**config.mk**
```make
export PLATFORM = sky130hd
export DESIGN_NAME = set_bit_iterator
export DESIGN_NICKNAME = d
export VERILOG_FILES = /design/src/rtl/set_bit_iterator.sv
export SDC_FILE = /design/constraint.sdc
export NUM_CORES = 1
export LEC_CHECK = 0
export ABC_AREA = 1
export BUFFER_PORTS_ARGS = -buffer_cell sky130_fd_sc_hd__buf_2
export CORE_AREA = 2 2 91 93
export DETAILED_ROUTE_END_ITERATION = 12
export DIE_AREA = 0 0 93 95
export GPL_TIMING_DRIVEN = 0
export PLACE_DENSITY = 0.57
export SLEW_MARGIN = 20
export SYNTH_ARGS = -nofsm -noshare
export SYNTH_HDL_FRONTEND = slang
export SYNTH_SLANG_ARGS = --single-unit
```
**constraint.sdc**
```tcl
create_clock -name clk -period 2.4 [get_ports clk]
set_input_delay 0.48 -clock clk [delete_from_list [all_inputs] [get_ports clk]]
set_output_delay 0.48 -clock clk [all_outputs]
set_load 0.005 [all_outputs]
```
**src/rtl/set_bit_iterator.sv**
```systemverilog
// set_bit_iterator
//   Accepts one DATA_WIDTH-bit word per din handshake and emits, one per dout
//   handshake, the index of every set bit, lowest first. Each index is the
//   trailing-zero count of the held word; the lowest set bit is cleared after
//   each emitted beat. An all-zero word yields a single beat with
//   dout = DATA_WIDTH and dout_empty = 1.
//
// Ports
//   clk        in   rising-edge clock
//   resetn     in   asynchronous active-low reset
//   din        in   word to scan
//   din_valid  in   din is valid
//   din_ready  out  word can be accepted this cycle (combinational from dout_ready)
//   dout       out  bit index, DATA_WIDTH for an all-zero word, 0 when idle
//   dout_valid out  dout/dout_last/dout_empty are valid
//   dout_ready in   consumer accepts dout this cycle
//   dout_last  out  final index of the current word
//   dout_empty out  current word was all-zero
module set_bit_iterator #(
   parameter int unsigned DATA_WIDTH = 32,
   localparam int unsigned IW = $clog2(DATA_WIDTH) + 1
) (
   input  logic                  clk,
   input  logic                  resetn,
   input  logic [DATA_WIDTH-1:0] din,
   input  logic                  din_valid,
   output logic                  din_ready,
   output logic [IW-1:0]         dout,
   output logic                  dout_valid,
   input  logic                  dout_ready,
   output logic                  dout_last,
   output logic                  dout_empty
);

   typedef enum logic {IDLE, SCAN} state_t;

   localparam logic [DATA_WIDTH-1:0] ONE = {{(DATA_WIDTH-1){1'b0}}, 1'b1};

   state_t                state_q, state_d;
   logic [DATA_WIDTH-1:0] word_q, word_d;
   logic                  empty_q, empty_d;

   logic [DATA_WIDTH-1:0] cleared;
   logic                  at_most_one;
   logic [IW-1:0]         tz;
   logic                  found;
   logic                  fire, done, accept;

   // word with its lowest set bit removed; zero means at most one bit was set
   assign cleared     = word_q & (word_q - ONE);
   assign at_most_one = (cleared == '0);

   always_comb begin
      tz    = IW'(DATA_WIDTH);
      found = 1'b0;
      for (int unsigned i = 0; i < DATA_WIDTH; i++) begin
         if (!found && word_q[i]) begin
            tz    = i[IW-1:0];
            found = 1'b1;
         end
      end
   end

   assign dout_valid = (state_q == SCAN);
   assign fire       = dout_valid && dout_ready;
   assign done       = fire && at_most_one;
   assign din_ready  = (state_q == IDLE) || done;
   assign accept     = din_valid && din_ready;

   assign dout       = dout_valid ? tz : '0;
   assign dout_last  = dout_valid && at_most_one;
   assign dout_empty = dout_valid && empty_q;

   always_comb begin
      state_d = state_q;
      word_d  = word_q;
      empty_d = empty_q;
      if (accept) begin
         // a new word may replace the final beat in the same cycle
         state_d = SCAN;
         word_d  = din;
         empty_d = (din == '0);
      end else if (done) begin
         state_d = IDLE;
      end else if (fire) begin
         word_d  = cleared;
      end
   end

   always_ff @(posedge clk or negedge resetn) begin
      if (!resetn) begin
         state_q <= IDLE;
         word_q  <= '0;
         empty_q <= 1'b0;
      end else begin
         state_q <= state_d;
         word_q  <= word_d;
         empty_q <= empty_d;
      end
   end

endmodule

```
-- Word-level counts from Yosys, hierarchy flattened
Cells that the tools add are included.
- register bits after elaboration: 34
- input bits: 36
- add/subtract/negate cells: 1
- eq/ne operators: 1
- muxes and demuxes: 69
- bitwise operators: 2
- reductions and logical operators: 73
- operators with widths (kind ; count):
    $mux 6 ; 33
    $mux 32 ; 3
    $logic_not 32->1 ; 2
    $logic_and 1x1->1 ; 36
    $mux 1 ; 33
    $and 32x32->32 ; 1
    $sub 32x1->32 const B ; 1
    $logic_not 1->1 ; 31
    $reduce_bool 2->1 ; 2
    $ne 2x1->1 const B ; 1
    $reduce_and 2->1 ; 1
    $logic_or 1x1->1 ; 1
    $not 1->1 ; 1

-- Logic depth before layout (Yosys ltp)
- depth after elaboration: 95
- depth in mapped cells: 17

-- Least setup slack after synthesis
Ideal clock, no wire load.
- kind: register -> output
- start: reg word_q[1]
- end: out din_ready
- arrival time: 1719 ps
- data required time: 1920 ps
- setup slack: 201 ps
- stages on the path, launching flop included: 13
- path buffers: 1
- path through: dfrtp_1 nor2_4 nand2_4 nor2_4 nand2_2 nor2_1 nor2_1 nor2_1 nand2_1 nor2_2 nand4_1 nand2_2 buf_4
- word-level cells in the longest chain between the ends: 5
- ends and longest elaborated chain (element ; RTL line ; source):
    start, declared ; 40 ; logic [DATA_WIDTH-1:0] word_q, word_d;
    start signal, assigned ; 97 ; word_q <= word_d;
    $sub 32x1->32 ; 50 ; assign cleared = word_q & (word_q - ONE);
    $and 32x32->32 * ; 50 ;
    $logic_not 32->1 * ; 51 ; assign at_most_one = (cleared == '0);
    $logic_and 1x1->1 * ; 66 ; assign done = fire && at_most_one;
    $logic_or 1x1->1 * ; 67 ; assign din_ready = (state_q == IDLE) || done;
    end, declared ; 27 ; output logic din_ready,
Every way passes the cells marked *; elsewhere a longest branch is shown, timed or not.

-- Worst setup path after layout
Ends and elaborated chain as after synthesis.

==> qor.yml <==
status:
  status: "finished with violations"
  violations: "setup timing"
layout:
  fin_nets: 661
  fin_util: 0.540
  diodes: 0
  layout_commonest_cell: "nand2_1"
  drive_gt1_frac: 0.334
  final_cells: 731
  synthToLayoutAreaGrowth_pct: 40.1
  layout_common_cells: "nand2_1, inv_1, buf_2, nand3_1, nor2_1"
sta:
  worst_pin_slew_ps: 851
  clock_skew_ps: 8.95
  setup_violations: 39
  fmax_mhz: 353
  slew-limit-headroom: 0.433
  finalCriticalPeriod_ps: 2830
  grt_setup_unrepaired: "true"
  hold_viol_final: 0
  slew_violations: 0
  fin_crit_sh: 1.18
  layout_setup_ws_ps: -433
worst_setup_path:
  critPathArrivalTime_ps: 2350
  critPathSlowestCell: "dfrtp_2"
  required_ps: 1920
  worstPathCellList: "nor2_4, nand2_4, nor2_4, buf_6, inv_2, nand2_2, nand2_2, nor2_2, nand2_1, nor2_2, nand4_1, nand2_2, buf_6, buf_6"
  cp-end-kind: "primary output"
  cp-start-kind: "flop"
  slowest_delay_ps: 450
  crit_fanout: 5
  path_class: "flop to primary output"
route:
  drt_iter0_drc: 184
  vias: 3689
  firstDrtPassIters: 4
  drtAntennaViolNets: 0
  routedWlPerCell_um: 15.9
  drc: 0
  avgViaCountPerCell: 5.05
  routed_wl_mm: 11.6
floorplan:
  die_width_um: 93
  pin_count: 46
  start_util: 0.385
  die_y_um: 95
  die-area_um2: 8840
  rows: 33
  coreArea_um2: 7930
global_route:
  grt_pass1_vias: 3627
  grt_pass1_wl_mm: 18.6
  grt_overflow: 0
  track_usage: 0.279
  antenna_found_initial: 0
  grt_max_degree: 35
place:
  dp_cells: 685
  io_buffers: 44
  dp_hpwl_mm: 8.20
  gp_congestion: 0.978
yosys:
  synth_cells: 536
  ys_ff_latch: 34
  syn_nets: 572
  yosysSeqAreaShare: 0.279
  synth_edf_count: 0
  synth_top_area_frac: 0.302
  synth_top_flop_cell: "dfrtp_1"
  postSynthAreaPerCell_um2: 5.70
  yosys_warnings: 0
  yosysUniqueCellTypes: 33
  ys_top_cells_by_area: "nand2_1, dfrtp_1, nor2_1, nand3_1, inv_1"
  yosysTopAreaCell: "nand2_1"
  netlist_area_um2: 3050
  synthArstFlopShare: 1.00
power:
  report.power.total_w: 0.00717
  ir_drop_mv: 0.659
  p_per_area_nw_per_um2: 1680
  leakage_nw: 2.51
cts:
  clock-sinks: 34
  path_clk_slew_ps: 80
  cts_buffers: 5
  clock_path_buffers: 2
  htree_num_levels: 2
  root_buffer: "clkbuf_8"
  cts_hold_buf: 0
  cts_tree: "yes"
  clk_latency_ps: 310
run:
  cap_violations: 0
hold_path:
  hp-class: "input pin to asynchronous set/reset pin"
## kinds of logic (layout without fill, tap and decap cells)
group | count (synthesis) | after routing | share of synthesized area
AND/OR/NAND/NOR | 401 | 401 | 0.559
AO/OA/AOI/OAI | 25 | 25 | 0.0541
buffers and inverters | 76 | 166 | 0.109
flip-flops | 34 | 34 | 0.279
## metrics by stage
stage	cell area [um2]	hold slack [ps]	setup WS [ps]	TNS, ps
finish	4280	277	-433	-10670
global route	4280	341	-541	-15750
CTS	4130	308	-351	-10010
detailed placement	3400	500	-414	-7890
global placement	3400	476	-416	-7660
floorplan	3050	184	201	0
## what timing repair did
action	in CTS	in global routing
endpoints found under the setup margin	41	41
pin swaps	23	29
setup buffers	34	5
gates cloned	5	0
gates resized for setup	98	53
## cell usage after synthesis, types with 5 or more instances
master      n
a21oi_1     6
nor2_2      6
nor4_1      9
nand2_1   246
dfrtp_1    34
nor2_1     70
nand4_1     7
nand3_1    45
nor2_4      5
o21ai_0     5
clkbuf_1    5
buf_4       5
inv_1      54
## sequential cells by signal, summed over array words and instances (netlist names)
| register | count |
|---|---|
| empty_q | 1 |
| dout_valid | 1 |
| word_q | 32 |
## routing by layer
| metal | up-vias | global-route usage | part of all wire |
|---|---|---|---|
| li1 | 1855 | - | - |
| met1 | 1746 | 0.357 | 0.45 |
| met2 | 69 | 0.475 | 0.49 |
| met3 | 19 | 0.0471 | 0.037 |
| met4 | 0 | 0.100 | 0.030 |
| met5 | - | 0 | 0 |
## power breakdown
| part | switching, W | internal, W | leakage [nW] |
|---|---|---|---|
| Combinational | 0.00340 | 0.00232 | 2.03 |
| Clock | 0.000248 | 0.000232 | 0.0482 |
| Sequential | 0.000248 | 0.000727 | 0.428 |
| Total | 0.00389 | 0.00328 | 2.51 |
## worst max-delay path: cells and delay by family (launching register included)
kind	cells	cell delay [ps]
buffers and inverters	4	360
and+or+nand+nor	10	1240
DFF	1	450
## final timing paths
check / startpoint / endpoint / slack, ps / cells after the start
max: word_q[1]$_DFFE_PN0P_ / din_ready / -430 / 14
max reg2reg: word_q[1]$_DFFE_PN0P_ / word_q[2]$_DFFE_PN0P_ / -310 / 20
min: resetn / word_q[6]$_DFFE_PN0P_ / 280 / 1
min in group clk: din[0] / word_q[0]$_DFFE_PN0P_ / 420 / 3
min reg2reg: empty_q$_DFFE_PN0P_ / empty_q$_DFFE_PN0P_ / 510 / 2
max in group asynchronous: resetn / word_q[17]$_DFFE_PN0P_ / 1530 / 1
## layout make-up
| class | count | area, um2 |
|---|---|---|
| buffer | 16 | 138 |
| clock buffer | 7 | 86.3 |
| clock inverter | 1 | 5.00 |
| fill | 847 | 3650 |
| inverter | 59 | 229 |
| multi-input combinational | 426 | 2190 |
| sequential | 34 | 876 |
| tap | 105 | 131 |
| timing repair buffer | 83 | 619 |
Power figures use the tool's default switching activity.
